--- src/rtl/gtx_link_pkg.sv ---
// Shared encodings, widths and helpers for the GTX link bring-up logic.
package gtx_link_pkg;

  typedef enum logic [2:0] {
    S_WAIT_LOCK     = 3'd0,
    S_GTX_RESET     = 3'd1,
    S_WAIT_RST_DONE = 3'd2,
    S_START_SYNC    = 3'd3,
    S_WAIT_SYNC     = 3'd4,
    S_LINK_UP       = 3'd5,
    S_FAULT         = 3'd6
  } state_t;

  localparam int LCNT_W      = 16;
  localparam int PCNT_W      = 8;
  localparam int TCNT_W      = 16;
  localparam int RETRY_W     = 4;
  localparam int SYNC_STAGES = 2;

  typedef struct packed {
    logic gtx_txreset;
    logic sync_rst;
    logic link_ready;
    logic fault;
  } out_t;

  // Everything that is triplicated lives in one record so the copies stay in step.
  typedef struct packed {
    state_t              state;
    logic [LCNT_W-1:0]   lcnt;
    logic [PCNT_W-1:0]   pcnt;
    logic [TCNT_W-1:0]   tcnt;
    logic [RETRY_W-1:0]  retry;
    out_t                outs;
  } tmr_t;

  function automatic out_t decode_outputs(input state_t s);
    out_t o;
    o = '0;
    case (s)
      S_WAIT_LOCK, S_GTX_RESET: begin
        o.gtx_txreset = 1'b1;
        o.sync_rst    = 1'b1;
      end
      S_WAIT_RST_DONE, S_START_SYNC: o.sync_rst = 1'b1;
      S_LINK_UP: o.link_ready = 1'b1;
      S_FAULT: begin
        o.gtx_txreset = 1'b1;
        o.sync_rst    = 1'b1;
        o.fault       = 1'b1;
      end
      default: o = '0;
    endcase
    return o;
  endfunction

  localparam tmr_t TMR_RESET = '{
    state: S_WAIT_LOCK,
    lcnt:  '0,
    pcnt:  '0,
    tcnt:  '0,
    retry: '0,
    outs:  '{gtx_txreset: 1'b1, sync_rst: 1'b1, link_ready: 1'b0, fault: 1'b0}
  };

endpackage

--- src/rtl/tmr_vote.sv ---
// Bitwise 2-of-3 majority voter; keep stops synthesis from folding the copies together.
module tmr_vote #(
  parameter int W = 1
) (
  input  logic [W-1:0] a_i,
  input  logic [W-1:0] b_i,
  input  logic [W-1:0] c_i,
  (* keep = "true" *) output logic [W-1:0] y_o
);

  assign y_o = (a_i & b_i) | (a_i & c_i) | (b_i & c_i);

endmodule

--- src/rtl/gtx_tx_reset_seq.sv ---
// GTX TX reset / phase-alignment startup sequencer for one lane, with triplicated
// state, counters and outputs voted back into a single next-state computation.
module gtx_tx_reset_seq
  import gtx_link_pkg::*;
#(
  parameter int LOCK_WAIT    = 1024,
  parameter int RST_PULSE    = 16,
  parameter int SYNC_TIMEOUT = 40000,
  parameter int MAX_RETRY    = 3
) (
  input  logic               CLK,
  input  logic               RST,
  input  logic               PLL_LOCK,
  input  logic               TX_RESETDONE,
  input  logic               SYNC_DONE,
  output logic               GTX_TXRESET,
  output logic               SYNC_RST,
  output logic               LINK_READY,
  output logic [RETRY_W-1:0] RETRY_CNT,
  output logic               FAULT
);

  logic [SYNC_STAGES-1:0] lock_sync_q;
  logic [SYNC_STAGES-1:0] done_sync_q;
  logic                   lock_s;
  logic                   done_s;

  always_ff @(posedge CLK or posedge RST) begin
    if (RST) begin
      lock_sync_q <= '0;
      done_sync_q <= '0;
    end else begin
      lock_sync_q <= {lock_sync_q[SYNC_STAGES-2:0], PLL_LOCK};
      done_sync_q <= {done_sync_q[SYNC_STAGES-2:0], TX_RESETDONE};
    end
  end

  assign lock_s = lock_sync_q[SYNC_STAGES-1];
  assign done_s = done_sync_q[SYNC_STAGES-1];

  tmr_t copy0_q, copy1_q, copy2_q;
  tmr_t next_d;

  always_ff @(posedge CLK or posedge RST) begin
    if (RST) begin
      copy0_q <= TMR_RESET;
      copy1_q <= TMR_RESET;
      copy2_q <= TMR_RESET;
    end else begin
      copy0_q <= next_d;
      copy1_q <= next_d;
      copy2_q <= next_d;
    end
  end

  logic [2:0]         state_vote;
  state_t             state_v;
  logic [LCNT_W-1:0]  lcnt_v;
  logic [PCNT_W-1:0]  pcnt_v;
  logic [TCNT_W-1:0]  tcnt_v;
  logic [RETRY_W-1:0] retry_v;
  logic [3:0]         outs_vote;
  out_t               outs_v;

  tmr_vote #(.W(3)) u_vote_state (
    .a_i(copy0_q.state), .b_i(copy1_q.state), .c_i(copy2_q.state), .y_o(state_vote));
  tmr_vote #(.W(LCNT_W)) u_vote_lcnt (
    .a_i(copy0_q.lcnt), .b_i(copy1_q.lcnt), .c_i(copy2_q.lcnt), .y_o(lcnt_v));
  tmr_vote #(.W(PCNT_W)) u_vote_pcnt (
    .a_i(copy0_q.pcnt), .b_i(copy1_q.pcnt), .c_i(copy2_q.pcnt), .y_o(pcnt_v));
  tmr_vote #(.W(TCNT_W)) u_vote_tcnt (
    .a_i(copy0_q.tcnt), .b_i(copy1_q.tcnt), .c_i(copy2_q.tcnt), .y_o(tcnt_v));
  tmr_vote #(.W(RETRY_W)) u_vote_retry (
    .a_i(copy0_q.retry), .b_i(copy1_q.retry), .c_i(copy2_q.retry), .y_o(retry_v));

  genvar gi;
  generate
    for (gi = 0; gi < 4; gi++) begin : g_vote_out
      tmr_vote #(.W(1)) u_vote (
        .a_i(copy0_q.outs[gi]), .b_i(copy1_q.outs[gi]), .c_i(copy2_q.outs[gi]),
        .y_o(outs_vote[gi]));
    end
  endgenerate

  assign state_v = state_t'(state_vote);
  assign outs_v  = out_t'(outs_vote);

  state_t             state_d;
  logic [RETRY_W-1:0] retry_d;
  logic [LCNT_W-1:0]  lcnt_d;
  logic [PCNT_W-1:0]  pcnt_d;
  logic [TCNT_W-1:0]  tcnt_d;
  logic               timeout;

  always_comb begin
    state_d = state_v;
    retry_d = retry_v;
    timeout = 1'b0;
    case (state_v)
      S_WAIT_LOCK:
        if (lock_s && lcnt_v == LCNT_W'(LOCK_WAIT - 1)) state_d = S_GTX_RESET;
      S_GTX_RESET:
        if (pcnt_v == PCNT_W'(RST_PULSE - 1)) state_d = S_WAIT_RST_DONE;
      S_WAIT_RST_DONE:
        if (done_s) state_d = S_START_SYNC;
        else if (tcnt_v == TCNT_W'(SYNC_TIMEOUT)) timeout = 1'b1;
      S_START_SYNC:
        state_d = S_WAIT_SYNC;
      S_WAIT_SYNC:
        if (SYNC_DONE) state_d = S_LINK_UP;
        else if (tcnt_v == TCNT_W'(SYNC_TIMEOUT)) timeout = 1'b1;
      S_LINK_UP:
        if (!SYNC_DONE || !done_s) state_d = S_GTX_RESET;
      S_FAULT:
        state_d = S_FAULT;
      default:
        state_d = S_WAIT_LOCK;
    endcase
    // Losing lock overrides everything, including a timeout in the same cycle.
    if (!lock_s && state_v != S_WAIT_LOCK && state_v != S_FAULT) begin
      state_d = S_WAIT_LOCK;
    end else if (timeout) begin
      if (retry_v == RETRY_W'(MAX_RETRY)) begin
        state_d = S_FAULT;
      end else begin
        retry_d = retry_v + 1'b1;
        state_d = S_GTX_RESET;
      end
    end
  end

  assign lcnt_d = (state_v == S_WAIT_LOCK && state_d == S_WAIT_LOCK && lock_s)
                  ? lcnt_v + 1'b1 : '0;
  assign pcnt_d = (state_v == S_GTX_RESET && state_d == S_GTX_RESET)
                  ? pcnt_v + 1'b1 : '0;
  assign tcnt_d = ((state_v == S_WAIT_RST_DONE || state_v == S_WAIT_SYNC) && state_d == state_v)
                  ? tcnt_v + 1'b1 : '0;

  assign next_d = '{
    state: state_d,
    lcnt:  lcnt_d,
    pcnt:  pcnt_d,
    tcnt:  tcnt_d,
    retry: retry_d,
    outs:  decode_outputs(state_d)
  };

  assign GTX_TXRESET = outs_v.gtx_txreset;
  assign SYNC_RST    = outs_v.sync_rst;
  assign LINK_READY  = outs_v.link_ready;
  assign FAULT       = outs_v.fault;
  assign RETRY_CNT   = retry_v;

endmodule

--- config.mk ---
export PLATFORM = sky130hd
export DESIGN_NAME = gtx_tx_reset_seq
export DESIGN_NICKNAME = d
export VERILOG_FILES = /design/src/rtl/gtx_link_pkg.sv /design/src/rtl/tmr_vote.sv /design/src/rtl/gtx_tx_reset_seq.sv
export SDC_FILE = /design/constraint.sdc
export NUM_CORES = 1
export LEC_CHECK = 0
export CAP_MARGIN = 20
export CORE_MARGIN = 10
export CORE_UTILIZATION = 40
export DETAILED_ROUTE_END_ITERATION = 16
export PLACE_DENSITY = 0.59
export REMOVE_ABC_BUFFERS = 1
export SETUP_SLACK_MARGIN = 0.3
export SKIP_LAST_GASP = 1
export SYNTH_ARGS = -nofsm -noshare
export SYNTH_HDL_FRONTEND = slang
export SYNTH_SLANG_ARGS = --single-unit
--- constraint.sdc ---
create_clock -name CLK -period 3.85 [get_ports CLK]
set_input_delay 0.5775 -clock CLK [delete_from_list [all_inputs] [get_ports CLK]]
set_output_delay 0.5775 -clock CLK [all_outputs]
set_load 0.01 [all_outputs]
* Word-level counts from Yosys, hierarchy flattened
Cells that the tools add are included.
** Word-level totals
- Logic and storage cells :: 87
- Bits of input ports :: 5
- Output and inout bits :: 8
- Register bits after elaboration :: 55
** Operators by class
- Bitwise operators :: 15
- Eq/ne operators :: 17
- Add/sub/neg operators :: 4
- Multiplexer cells :: 23
- Reductions and logical operators :: 17
** Operators by type and width (number)
- OR 16 bit :: 4
- adder 16 x 1 -> 16 bit, second input constant :: 2
- bitwise AND 16 bit :: 2
- 2-to-1 mux 16 bit :: 2
- 2-to-1 mux 3 bit :: 8
- case mux 3 bit (7 select lines) :: 1
- equality test 16 x 10 -> 1 bit, second input constant :: 1
- equality test 16 bit, second input constant :: 1
- OR 8 bit :: 2
- equality test 3 bit, second input constant :: 5
- equality test 3 x 2 -> 1 bit, second input constant :: 4
- 2-to-1 mux 4 bit :: 3
- adder 8 x 1 -> 8 bit, second input constant :: 1
- bitwise AND 8 bit :: 1
- equality test 8 x 4 -> 1 bit, second input constant :: 1
- 2-to-1 mux 8 bit :: 1
- OR 4 bit :: 2
- logical AND 1 bit :: 7
- 2-to-1 mux 1 bit :: 7
- equality test 3 x 1 -> 1 bit, second input constant :: 2
- logical NOT 3 bit :: 2
- OR 3 bit :: 2
- OR reduction 5 bit :: 1
- adder 4 x 1 -> 4 bit, second input constant :: 1
- 10 further kinds :: 13

* Logic depth before layout (Yosys ltp)
Gate-level depths: netlist of run 1.
- Depth in word-level cells :: 13
- Depth in mapped cells :: 9

* Modules after synthesis
A second synthesis of run 1 with hierarchy kept.
** Unflattened totals
- Cells, all modules :: 306
- Area total of the unflattened synthesis :: 3230.6 um^2
** By module, submodules not included
- gtx_tx_reset_seq :: cells each 255, instances 1, area each 2656.3 um^2
- tmr_vote at u_vote_lcnt ... :: cells each 16, instances 2, area each 180.2 um^2
- tmr_vote at u_vote_pcnt :: cells each 8, instances 1, area each 90.1 um^2
- tmr_vote at g_vote_out[0].u_vote ... :: cells each 1, instances 4, area each 11.3 um^2
- tmr_vote at u_vote_retry :: cells each 4, instances 1, area each 45.0 um^2
- tmr_vote at u_vote_state :: cells each 3, instances 1, area each 33.8 um^2

* Worst setup path before layout of run 1
OpenSTA, ideal clock, no wires.
- Path type :: register -> register
- Start point :: reg copy2_q[32] in the netlist's numbering
- End point :: reg copy2_q[12] in the netlist's numbering
- Data arrival time :: 1942 ps
- Stages on the path, launching flop included :: 9
- Path buffers :: 1
- Slack :: 1826 ps
- Required time :: 3768 ps
- Path through :: dfrtp_1 ha_1 and4_4 and4_4 a221o_2 a21oi_4 inv_4 buf_12 nor3_2
** RTL lines
- from (decl) :: line gtx_tx_reset_seq.sv:41 : tmr_t copy0_q, copy1_q, copy2_q;
- from (signal assigned) :: line gtx_tx_reset_seq.sv:52 : copy2_q <= next_d;

==> flow_results.xml, run 1 <==
<?xml version="1.0" encoding="UTF-8"?>
<metrics>
  <group name="grt">
    <metric name="wire_length_of_the_first_global_routing_pass" unit="um">8556</metric>
    <metric name="grt_pass1_vias" unit="">1730</metric>
    <metric name="grt-ovfl-total" unit="">0</metric>
    <metric name="grt_antenna_before_repair" unit="">0</metric>
    <metric name="grt_max_degree" unit="">38</metric>
    <metric name="total_global_routing_track_utilization" unit="%">9.421</metric>
  </group>
  <group name="worst_setup_path">
    <metric name="crit_path_start_kind" unit="">register</metric>
    <metric name="timing.setup.critical_path_class" unit="">reg -&gt; reg</metric>
    <metric name="path_max_fanout" unit="">17</metric>
    <metric name="worst_setup_path_end_kind" unit="">register</metric>
    <metric name="worst-endpoint-required" unit="ps">4030</metric>
    <metric name="worst-endpoint-arrival" unit="ps">2760</metric>
    <metric name="timing.reg2reg.setup_slack" unit="ps">1270</metric>
  </group>
  <group name="sta">
    <metric name="timing_max_transition_violations_final" unit="">0</metric>
    <metric name="hold_ws" unit="ps">355.5</metric>
    <metric name="finalCriticalPeriod" unit="ps">2577</metric>
    <metric name="hold_violations" unit="">0</metric>
    <metric name="setup_viol_count_final" unit="">0</metric>
    <metric name="totalNegativeSetupSlack" unit="ps">0</metric>
    <metric name="period_share" unit="%">66.94</metric>
    <metric name="worst-slew-pin-transition" unit="ps">771.2</metric>
    <metric name="unrepaired_setup_endpoints_after_global_routing" unit="">no</metric>
    <metric name="post-route-worst-setup-slack" unit="ps">1273</metric>
    <metric name="slew_headroom" unit="%">48.51</metric>
    <metric name="clock_skew" unit="ps">11.42</metric>
    <metric name="clock.fmax" unit="MHz">388.0</metric>
  </group>
  <group name="clock_tree">
    <metric name="cts.repair_timing.setup_buffer_count" unit="">0</metric>
    <metric name="cts.sinks" unit="">55</metric>
    <metric name="clk_pin_slew_worst_paths" unit="ps">100</metric>
    <metric name="cts_buffers" unit="">5</metric>
    <metric name="holdBufCountCts" unit="">0</metric>
    <metric name="worst_skew_pair.late_latency" unit="ps">310</metric>
    <metric name="cts_root_buf" unit="">clkbuf_8</metric>
    <metric name="post_cts_resized" unit="">0</metric>
    <metric name="tritoncts_clock_tree" unit="">built</metric>
    <metric name="ctsHtreeMaxLevel" unit="">2</metric>
    <metric name="cts_buffer_depth" unit="">2</metric>
  </group>
  <group name="drt">
    <metric name="detailroute.via_count" unit="">1787</metric>
    <metric name="wl_met2" unit="um">2234</metric>
    <metric name="route.layer.met1.wl" unit="um">2507</metric>
    <metric name="highest_layer" unit="">met4</metric>
    <metric name="detailedRoute.firstPassIterationCount" unit="">4</metric>
    <metric name="detail_route.vias_per_cell" unit="">4.923</metric>
    <metric name="drt-initial-drc-count" unit="">74</metric>
    <metric name="dr_wl_met3" unit="um">99</metric>
    <metric name="remaining_number_of_nets_flagged_by_the_antenna_check_after_routing" unit="">0</metric>
    <metric name="wl_per_cell" unit="um">13.51</metric>
    <metric name="remaining_drc_errors" unit="">0</metric>
    <metric name="routed_wirelength" unit="um">4903</metric>
  </group>
  <group name="die">
    <metric name="top_level_ports" unit="">13</metric>
    <metric name="starting_density_of_the_core" unit="%">41.12</metric>
    <metric name="floorplan.rows" unit="">30</metric>
    <metric name="fp.dieW" unit="um">103.6</metric>
    <metric name="die_area" unit="sq um">10730</metric>
    <metric name="fp.dieH" unit="um">103.6</metric>
    <metric name="design.core.area" unit="sq um">6794</metric>
  </group>
  <group name="power_and_ir_drop">
    <metric name="power_density" unit="nW/um^2">305.9</metric>
    <metric name="clock_power_share" unit="%">33.8</metric>
    <metric name="post-layout-total-power" unit="mW">0.9271</metric>
    <metric name="share_of_power_burned_in_combinational_logic" unit="%">3.0</metric>
    <metric name="power.share.sequential" unit="%">63.2</metric>
    <metric name="netSwitchingPower" unit="mW">0.2082</metric>
    <metric name="vdd.ir_drop.worst" unit="mV">0.1411</metric>
    <metric name="intPower" unit="mW">0.7189</metric>
    <metric name="swShare" unit="%">22.46</metric>
    <metric name="power_leakage" unit="nW">1.268</metric>
  </group>
  <group name="final_layout">
    <metric name="syn_to_final_growth" unit="%">8.464</metric>
    <metric name="design.final.nets" unit="">276</metric>
    <metric name="sequential_cell_area" unit="sq um">1379</metric>
    <metric name="multi_input_area" unit="sq um">1282</metric>
    <metric name="fillerInstances" unit="">645</metric>
    <metric name="post_route_cells_drive_above_1_share" unit="%">15.73</metric>
    <metric name="stdcell_area" unit="sq um">3030</metric>
    <metric name="antenna_diode_count" unit="">0</metric>
  </group>
  <group name="place">
    <metric name="setup_slack_placement" unit="ps">1293</metric>
    <metric name="dp.final_hpwl" unit="um">3408</metric>
    <metric name="dpl_cell_area" unit="sq um">2945</metric>
    <metric name="buffer_ports.inserted" unit="">12</metric>
    <metric name="finalWeightedCongestion" unit="">0.7822</metric>
  </group>
  <group name="run_status">
    <metric name="status" unit="">finished clean</metric>
  </group>
  <group name="synth">
    <metric name="postSynthAreaPerCell" unit="sq um">10.87</metric>
    <metric name="post_synth_inst_count" unit="">257</metric>
    <metric name="synth_warnings" unit="">0</metric>
    <metric name="post_synth_instance_area" unit="sq um">2794</metric>
  </group>
  <group name="hold_path">
    <metric name="holdCritPathClass" unit="">reg -&gt; reg</metric>
  </group>
  <group name="run">
    <metric name="timing.max_cap.violations" unit="">0</metric>
  </group>
</metrics>
power by group through the flow:
stage | sequential (mW) | clock (mW) | combinational (mW)
detailed placement | 0.598 | 0 | 0.0292
floorplan | 0.596 | 0 | 0.0180
CTS | 0.586 | 0.330 | 0.0293
global route | 0.587 | 0.355 | 0.0319
finish | 0.586 | 0.313 | 0.0276
global placement | 0.597 | 0 | 0.0287
state kept, by name (all words and copies together) (netlist names):
register / flops
done_sync_q: 2
lock_sync_q: 2
copy2_q: 51
path summary, 6_finish.rpt:
check | startpoint | to | cells past startpoint
max | copy2_q[50]$_DFF_PP0_ | copy2_q[10]$_DFF_PP0_ | 5
min | lock_sync_q[0]$_DFF_PP0_ | lock_sync_q[1]$_DFF_PP0_ | 0
max reg2reg | copy2_q[50]$_DFF_PP0_ | copy2_q[10]$_DFF_PP0_ | 5
min reg2reg | lock_sync_q[0]$_DFF_PP0_ | lock_sync_q[1]$_DFF_PP0_ | 0
max in group asynchronous | RST | copy2_q[17]$_DFF_PP0_ | 3
min in group asynchronous | RST | copy2_q[36]$_DFF_PP0_ | 2
stage by stage:
stage / instances / utilization (%)
floorplan: 246 / -
global placement: 355 / 43.35
detailed placement: 355 / 43.35
CTS: 363 / 44.60
global route: 363 / 44.60
finish: 363 / 44.60
cells in the final DEF, fill, tap and decap left out, types with 2 or more instances in the layout:
| master | count |
|---|---|
| a21oi_1 | 3 |
| and2_1 | 2 |
| and3_1 | 11 |
| and4_1 | 3 |
| and4_4 | 2 |
| clkbuf_8 | 5 |
| clkdlybuf4s50_1 | 12 |
| dfrtp_1 | 53 |
| dfstp_2 | 2 |
| ha_1 | 5 |
| inv_1 | 7 |
| nand2_1 | 14 |
| nand2b_1 | 2 |
| nand3_1 | 15 |
| nand3b_1 | 2 |
| nand4_1 | 5 |
| nor2_1 | 22 |
| nor2_2 | 10 |
| nor3_1 | 10 |
| nor3_2 | 9 |
| nor3b_1 | 2 |
| o21ai_0 | 3 |
| or3_1 | 2 |
| xnor2_1 | 14 |
| xor2_1 | 24 |
worst max-delay path: stages, from the launching register on:
cell and delay, ps:
dfrtp_1 510, or4b_1 930, nor4_4 330, a221o_2 240, a211o_2 350, nor2_1 90
per-layer routing:
metal	GRT usage (%)	up-vias
met5	0	-
met4	2.722	0
met3	2.230	6
met2	14.32	12
met1	12.92	869
li1	-	900
area by class of cell:
| type | count | area share, % |
|---|---|---|
| flip-flops and latches | 55 | 45.50 |
| well taps | 96 | 3.964 |
| inverters | 9 | 1.197 |
| clock buffers | 6 | 2.395 |
| clock inverters | 2 | 0.4129 |
| repair buffers | 13 | 4.211 |
| multi-input cells | 182 | 42.32 |
Power figures use the tool's default switching activity.
==> inputs of run 2 (changes only) <==
==> constraint.sdc (replaced) <==
create_clock -name CLK -period 2.5 [get_ports CLK]
set_input_delay 0.375 -clock CLK [delete_from_list [all_inputs] [get_ports CLK]]
set_output_delay 0.375 -clock CLK [all_outputs]
set_load 0.01 [all_outputs]
==> run 2 against run 1 <==
  * Global-route usage up 0.20 points
  * Final area increased by 2.5%
  * Largest cell class unchanged
  * Total power grew 60%
  * Sequential power up 54%
==> flow_results.xml, run 2 (synthesized netlist as in run 1, its figures left out) <==
<?xml version="1.0" encoding="UTF-8"?>
<metrics>
  <group name="die">
    <metric name="design.core.area" unit="sq um">6794</metric>
    <metric name="floorplan.rows" unit="">30</metric>
    <metric name="fp.dieW" unit="um">103.6</metric>
    <metric name="top_level_ports" unit="">13</metric>
    <metric name="fp.dieH" unit="um">103.6</metric>
    <metric name="starting_density_of_the_core" unit="%">41.12</metric>
    <metric name="die_area" unit="sq um">10730</metric>
  </group>
  <group name="final_layout">
    <metric name="top_regs" unit="">copy2_q x51, done_sync_q x2, lock_sync_q x2</metric>
    <metric name="antenna_diode_count" unit="">0</metric>
    <metric name="most-common-layout-cells" unit="">dfrtp_1, xor2_1, nor2_1</metric>
    <metric name="sequential_cell_area" unit="sq um">1379</metric>
    <metric name="design.final.nets" unit="">281</metric>
    <metric name="fin_util" unit="%">45.73</metric>
    <metric name="syn_to_final_growth" unit="%">11.20</metric>
    <metric name="multi_input_area" unit="sq um">1290</metric>
    <metric name="fillerInstances" unit="">650</metric>
    <metric name="stdcell_count" unit="">368</metric>
    <metric name="layout_commonest_cell" unit="">dfrtp_1</metric>
    <metric name="number_of_flip_flops_under_the_largest_register_name" unit="">51</metric>
    <metric name="max_flop_register" unit="">copy2_q</metric>
    <metric name="post_route_cells_drive_above_1_share" unit="%">17.65</metric>
  </group>
  <group name="sta">
    <metric name="clock_skew" unit="ps">8.117</metric>
    <metric name="period_share" unit="%">82.90</metric>
    <metric name="hold_ws" unit="ps">358.8</metric>
    <metric name="slew_headroom" unit="%">47.63</metric>
    <metric name="setup_viol_count_final" unit="">0</metric>
    <metric name="hold_violations" unit="">0</metric>
    <metric name="worst-slew-pin-transition" unit="ps">774.7</metric>
    <metric name="clock.fmax" unit="MHz">482.5</metric>
    <metric name="unrepaired_setup_endpoints_after_global_routing" unit="">no</metric>
    <metric name="finalCriticalPeriod" unit="ps">2072</metric>
    <metric name="timing_max_transition_violations_final" unit="">0</metric>
    <metric name="totalNegativeSetupSlack" unit="ps">0</metric>
  </group>
  <group name="drt">
    <metric name="remaining_number_of_nets_flagged_by_the_antenna_check_after_routing" unit="">0</metric>
    <metric name="detailedRoute.firstPassIterationCount" unit="">4</metric>
    <metric name="detailroute.via_count" unit="">1810</metric>
    <metric name="detail_route.vias_per_cell" unit="">4.918</metric>
    <metric name="remaining_drc_errors" unit="">0</metric>
    <metric name="routed_wirelength" unit="um">5103</metric>
    <metric name="wl_per_cell" unit="um">13.87</metric>
    <metric name="drt-initial-drc-count" unit="">87</metric>
  </group>
  <group name="power_and_ir_drop">
    <metric name="power_density" unit="nW/um^2">478.4</metric>
    <metric name="power_leakage" unit="nW">1.308</metric>
    <metric name="vdd.ir_drop.worst" unit="mV">0.2228</metric>
  </group>
  <group name="place">
    <metric name="buffer_ports.inserted" unit="">12</metric>
    <metric name="placedCellCount" unit="">359</metric>
    <metric name="finalWeightedCongestion" unit="">0.8002</metric>
    <metric name="dp.final_hpwl" unit="um">3640</metric>
  </group>
  <group name="worst_setup_path">
    <metric name="worst_path_largest_cell_delay" unit="ps">430</metric>
    <metric name="worst-endpoint-arrival" unit="ps">2310</metric>
    <metric name="timing.reg2reg.setup_slack" unit="ps">430</metric>
    <metric name="timing.setup.critical_path_class" unit="">reg -&gt; reg</metric>
    <metric name="worst-endpoint-required" unit="ps">2740</metric>
    <metric name="path_max_fanout" unit="">12</metric>
    <metric name="launch_instance_of_the_worst_register_to_register_path" unit="">copy2_q[32]$_DFF_PP0_</metric>
    <metric name="ff2ff_path_depth" unit="">6</metric>
    <metric name="crit-reg2reg-capture" unit="">copy2_q[10]$_DFF_PP0_</metric>
    <metric name="cpMostUsedCell" unit="">and4_4</metric>
    <metric name="critPathSlowestCell" unit="">a211o_4</metric>
    <metric name="crit_path_cell_trace" unit="">ha_1 &gt; and4_4 &gt; and4_4 &gt; a221o_2 &gt; a211o_4 &gt; nor2_1</metric>
    <metric name="worst_setup_path_end_kind" unit="">register</metric>
    <metric name="crit_path_start_kind" unit="">register</metric>
  </group>
  <group name="grt">
    <metric name="grt_pass1_vias" unit="">1839</metric>
    <metric name="total_global_routing_track_utilization" unit="%">9.617</metric>
    <metric name="wire_length_of_the_first_global_routing_pass" unit="um">8797</metric>
    <metric name="grt-ovfl-total" unit="">0</metric>
    <metric name="grt_antenna_before_repair" unit="">0</metric>
    <metric name="grt_max_degree" unit="">39</metric>
  </group>
  <group name="hold_path">
    <metric name="hp-start" unit="">lock_sync_q[0]$_DFF_PP0_</metric>
    <metric name="holdCritPathClass" unit="">reg -&gt; reg</metric>
    <metric name="hold_path_end" unit="">lock_sync_q[1]$_DFF_PP0_</metric>
    <metric name="hold-path-cell-count" unit="">0</metric>
  </group>
  <group name="clock_tree">
    <metric name="cts.sinks" unit="">55</metric>
    <metric name="clk_pin_slew_worst_paths" unit="ps">100</metric>
    <metric name="holdBufCountCts" unit="">0</metric>
    <metric name="worst_skew_pair.late_latency" unit="ps">300</metric>
    <metric name="cts_buffers" unit="">5</metric>
    <metric name="tritoncts_clock_tree" unit="">built</metric>
    <metric name="cts_root_buf" unit="">clkbuf_8</metric>
    <metric name="cts_buffer_depth" unit="">2</metric>
    <metric name="ctsHtreeMaxLevel" unit="">2</metric>
  </group>
  <group name="run_status">
    <metric name="status" unit="">finished clean</metric>
  </group>
  <group name="run">
    <metric name="timing.max_cap.violations" unit="">0</metric>
  </group>
</metrics>
run 2: cell count changes in the layout (fill, tap and decap cells not counted), sizes merged:
cell    change
buf         +5
clkbuf      +1
clkinv      -1
run 2: worst max-delay path, delay by kind of cell (launching register included):
family	cells	cell delay, ps
simple gates	3	520
fa+ha+maj	1	250
compound gates	2	810
flops	1	420
run 2: final cells by class:
type                            instances  area share, %
Sequential cell                        55          44.38
Tap cell                               96          3.866
Timing Repair Buffer                   18          5.719
Multi-Input combinational cell        182          41.52
Clock buffer                            7          3.101
Inverter                                9          1.168
Clock inverter                          1         0.2416
run 2: worst max path at each step:
| stage | from | to | slack [ps] | cells past startpoint |
|---|---|---|---|---|
| floorplan | copy2_q[50]$_DFF_PP0_ | copy2_q[10]$_DFF_PP0_ | 240 | 5 |
| global placement | copy2_q[32]$_DFF_PP0_ | copy2_q[25]$_DFF_PP0_ | 360 | 7 |
| detailed placement | SYNC_DONE | copy2_q[25]$_DFF_PP0_ | 340 | 6 |
| CTS | copy2_q[32]$_DFF_PP0_ | copy2_q[25]$_DFF_PP0_ | 330 | 7 |
| global route | copy2_q[32]$_DFF_PP0_ | copy2_q[10]$_DFF_PP0_ | 340 | 6 |
| finish | copy2_q[32]$_DFF_PP0_ | copy2_q[10]$_DFF_PP0_ | 430 | 6 |
run 2: routing by layer:
metal | part of all wire (%) | up-vias | track usage (%)
li1 | - | 910 | -
met1 | 50 | 877 | 13.15
met2 | 46 | 18 | 14.77
met3 | 2.3 | 5 | 1.797
met4 | 1.2 | 0 | 3.327
met5 | 0 | - | 0
run 2: metrics by stage:
step	setup WS, ps	power, mW	instance area (sq um)
CTS	325.3	1.507	3092
finish	427.5	1.486	3107
global placement	361.2	0.9683	2988
detailed placement	335.9	0.9697	2988
floorplan	244.7	0.9464	2698
global route	341.5	1.544	3107
run 2: report_power, final:
part	switching [mW]	internal, mW	total, mW
Combinational	0.0294	0.0174	0.0468
Clock	0.284	0.253	0.537
Sequential	0.00644	0.896	0.903
Total	0.320	1.17	1.49
run 2: what timing repair did:
item                       in CTS  in global routing
gates resized for setup         0                  1
setup buffers                   0                  1
setup endpoints to repair       0                 11
==> inputs of run 3 (changes only) <==
--- a/config.mk
+++ b/config.mk
@@ -9,7 +9,7 @@
 export CORE_MARGIN = 10
 export CORE_UTILIZATION = 40
 export DETAILED_ROUTE_END_ITERATION = 16
-export PLACE_DENSITY = 0.59
+export PLACE_DENSITY = 0.61
 export REMOVE_ABC_BUFFERS = 1
 export SETUP_SLACK_MARGIN = 0.3
 export SKIP_LAST_GASP = 1
==> constraint.sdc (replaced) <==
create_clock -name CLK -period 1.9 [get_ports CLK]
set_input_delay 0.285 -clock CLK [delete_from_list [all_inputs] [get_ports CLK]]
set_output_delay 0.285 -clock CLK [all_outputs]
set_load 0.01 [all_outputs]
==> run 3 against run 2 <==
  * The flow now finishes with violations (setup timing)
  * Flip-flop and latch count unchanged
  * Via count up 13%
  * Final area up 18%
  * Sequential share of layout area down 6.9 points
==> flow_results.xml, run 3 (synthesized netlist as in run 1, its figures left out) <==
<?xml version="1.0" encoding="UTF-8"?>
<metrics>
  <group name="run_status">
    <metric name="status" unit="">finished, violations left</metric>
    <metric name="violations" unit="">setup timing</metric>
  </group>
  <group name="place">
    <metric name="buffer_ports.inserted" unit="">12</metric>
    <metric name="dp.final_hpwl" unit="um">3948</metric>
    <metric name="finalWeightedCongestion" unit="">0.8266</metric>
  </group>
  <group name="worst_setup_path">
    <metric name="ff2ff_path_depth" unit="">7</metric>
    <metric name="cp-startpoint" unit="">copy2_q[48]$_DFF_PP0_</metric>
    <metric name="setup.worst_path.end" unit="">copy2_q[0]$_DFF_PP0_</metric>
    <metric name="worst_setup_path_end_kind" unit="">register</metric>
    <metric name="worst-endpoint-arrival" unit="ps">2200</metric>
    <metric name="launch_instance_of_the_worst_register_to_register_path" unit="">copy2_q[48]$_DFF_PP0_</metric>
    <metric name="crit_path_start_kind" unit="">register</metric>
    <metric name="crit-reg2reg-capture" unit="">copy2_q[0]$_DFF_PP0_</metric>
    <metric name="worst-endpoint-required" unit="ps">2090</metric>
    <metric name="timing.setup.critical_path_class" unit="">reg -&gt; reg</metric>
    <metric name="path_max_fanout" unit="">3</metric>
    <metric name="timing.reg2reg.setup_slack" unit="ps">-120</metric>
  </group>
  <group name="sta">
    <metric name="finalCriticalPeriod" unit="ps">2017</metric>
    <metric name="hold_violations" unit="">0</metric>
    <metric name="setup_viol_count_final" unit="">29</metric>
    <metric name="post-route-worst-setup-slack" unit="ps">-116.6</metric>
    <metric name="slew_headroom" unit="%">53.37</metric>
    <metric name="totalNegativeSetupSlack" unit="ps">-1239</metric>
    <metric name="worst-slew-pin-transition" unit="ps">699.5</metric>
    <metric name="timing_max_transition_violations_final" unit="">0</metric>
    <metric name="clock.fmax" unit="MHz">495.9</metric>
    <metric name="unrepaired_setup_endpoints_after_global_routing" unit="">yes</metric>
    <metric name="clock_skew" unit="ps">11.20</metric>
    <metric name="period_share" unit="%">106.1</metric>
    <metric name="hold_ws" unit="ps">334.6</metric>
  </group>
  <group name="drt">
    <metric name="dr_wl_met3" unit="um">188</metric>
    <metric name="detailedRoute.firstPassIterationCount" unit="">4</metric>
    <metric name="detailroute.via_count" unit="">2051</metric>
    <metric name="detail_route.vias_per_cell" unit="">4.918</metric>
    <metric name="wl_met2" unit="um">3053</metric>
    <metric name="drt-initial-drc-count" unit="">83</metric>
    <metric name="route.layer.met1.wl" unit="um">2694</metric>
    <metric name="remaining_drc_errors" unit="">0</metric>
    <metric name="routed_wirelength" unit="um">6016</metric>
    <metric name="highest_layer" unit="">met4</metric>
    <metric name="remaining_number_of_nets_flagged_by_the_antenna_check_after_routing" unit="">0</metric>
    <metric name="wl_per_cell" unit="um">14.43</metric>
  </group>
  <group name="final_layout">
    <metric name="post_route_cells_drive_above_1_share" unit="%">38.32</metric>
    <metric name="antenna_diode_count" unit="">0</metric>
    <metric name="layout_commonest_cell" unit="">dfrtp_1</metric>
    <metric name="multi_input_area" unit="sq um">1499</metric>
    <metric name="most-common-layout-cells" unit="">dfrtp_1, buf_4, xor2_1</metric>
    <metric name="design.final.nets" unit="">330</metric>
    <metric name="syn_to_final_growth" unit="%">31.62</metric>
    <metric name="number_of_flip_flops_under_the_largest_register_name" unit="">51</metric>
    <metric name="max_flop_register" unit="">copy2_q</metric>
    <metric name="top_regs" unit="">copy2_q x51, done_sync_q x2, lock_sync_q x2</metric>
    <metric name="fillerInstances" unit="">609</metric>
    <metric name="sequential_cell_area" unit="sq um">1379</metric>
  </group>
  <group name="clock_tree">
    <metric name="cts_buffers" unit="">5</metric>
    <metric name="ctsHtreeMaxLevel" unit="">2</metric>
    <metric name="clk_pin_slew_worst_paths" unit="ps">100</metric>
    <metric name="tritoncts_clock_tree" unit="">built</metric>
    <metric name="holdBufCountCts" unit="">0</metric>
    <metric name="cts.sinks" unit="">55</metric>
    <metric name="cts_buffer_depth" unit="">2</metric>
    <metric name="cts_root_buf" unit="">clkbuf_8</metric>
    <metric name="worst_skew_pair.late_latency" unit="ps">310</metric>
  </group>
  <group name="die">
    <metric name="fp.dieW" unit="um">103.6</metric>
    <metric name="top_level_ports" unit="">13</metric>
    <metric name="floorplan.rows" unit="">30</metric>
    <metric name="design.core.area" unit="sq um">6794</metric>
    <metric name="starting_density_of_the_core" unit="%">41.12</metric>
    <metric name="die_area" unit="sq um">10730</metric>
    <metric name="fp.dieH" unit="um">103.6</metric>
  </group>
  <group name="power_and_ir_drop">
    <metric name="power_density" unit="nW/um^2">528.2</metric>
    <metric name="intPower" unit="mW">1.513</metric>
    <metric name="clock_power_share" unit="%">34.6</metric>
    <metric name="power_leakage" unit="nW">1.646</metric>
    <metric name="swShare" unit="%">22.08</metric>
    <metric name="share_of_power_burned_in_combinational_logic" unit="%">4.4</metric>
    <metric name="vdd.ir_drop.worst" unit="mV">0.3445</metric>
    <metric name="netSwitchingPower" unit="mW">0.4288</metric>
    <metric name="power.share.sequential" unit="%">61.0</metric>
  </group>
  <group name="grt">
    <metric name="wire_length_of_the_first_global_routing_pass" unit="um">10110</metric>
    <metric name="grt_pass1_vias" unit="">2154</metric>
    <metric name="grt-ovfl-total" unit="">0</metric>
    <metric name="grt_max_degree" unit="">56</metric>
    <metric name="total_global_routing_track_utilization" unit="%">10.98</metric>
    <metric name="grt_antenna_before_repair" unit="">0</metric>
  </group>
  <group name="hold_path">
    <metric name="holdCritPathClass" unit="">in -&gt; async</metric>
  </group>
  <group name="run">
    <metric name="timing.max_cap.violations" unit="">0</metric>
  </group>
</metrics>
## run 3: changes by cell type in the layout (fill, tap and decap cells not counted), sizes merged
cell | previous run | this run
buf | 6 | 53
clkdlybuf4s50 | 12 | 7
dlygate4sd2 | 0 | 4
a211o | 2 | 3
clkinv | 0 | 1
clkinvlp | 1 | 0
dlymetal6s2s | 0 | 1
inv | 9 | 10
## run 3: power by group through the flow
stage	Clock, mW	Sequential [mW]	Combinational, mW
after floorplan	0	1.21	0.0365
after global placement	0	1.21	0.0771
after detailed placement	0	1.21	0.0777
after CTS	0.702	1.19	0.0803
after global routing	0.752	1.19	0.0970
final	0.671	1.18	0.0861
## run 3: metal layers
| metal | up-vias | GRT usage [%] |
|---|---|---|
| met2 | 31 | 18.78 |
| met4 | 0 | 2.923 |
| met5 | - | 0 |
| met1 | 995 | 13.47 |
| li1 | 1013 | - |
| met3 | 12 | 2.540 |
## run 3: cell type report
class / count / area share [%]
Clock buffer: 7 / 2.348
Clock inverter: 1 / 0.1361
Inverter: 9 / 1.055
Multi-Input combinational cell: 183 / 40.76
Sequential cell: 55 / 37.50
Tap cell: 96 / 3.266
Timing Repair Buffer: 65 / 14.77
Timing Repair inverter: 1 / 0.1701
## run 3: how the worst min path moves through the flow
stage / endpoint / slack, ps / cells after the start
after detailed placement: done_sync_q[1]$_DFF_PP0_ / 340 / 0
after floorplan: done_sync_q[0]$_DFF_PP0_ / 320 / 0
final: copy2_q[1]$_DFF_PP0_ / 330 / 3
after global routing: copy2_q[39]$_DFF_PP0_ / 350 / 3
after global placement: done_sync_q[1]$_DFF_PP0_ / 340 / 0
after CTS: copy2_q[1]$_DFF_PP0_ / 350 / 3
## run 3: critical path, cell delays in order, from the launching register on
cell,delay (ps)
dfrtp_1,410
nor4bb_1,290
nand4_1,200
buf_4,210
o41ai_4,360
buf_4,190
a21o_1,180
a211oi_2,70
## run 3: metrics by stage
stage	power, mW	utilization [%]	setup slack, ps	cell area, sq um	cells
2_1_floorplan	1.245	-	-355.3	2698	246
3_3_place_gp	1.284	48.51	-77.93	3296	400
3_5_place_dp	1.286	48.51	-132.7	3296	400
4_1_cts	1.968	52.28	-72.36	3552	415
5_1_grt	2.035	54.13	-155.8	3677	417
6_report	1.942	54.13	-116.6	3677	417
## run 3: timing repair
item                                   in CTS  in global routing
resized for setup                          33                 22
setup endpoints to repair                  45                 44
gates cloned                                2                  0
endpoints found under the hold margin       0                  0
pin swaps                                  42                 14
setup buffers                               5                  2
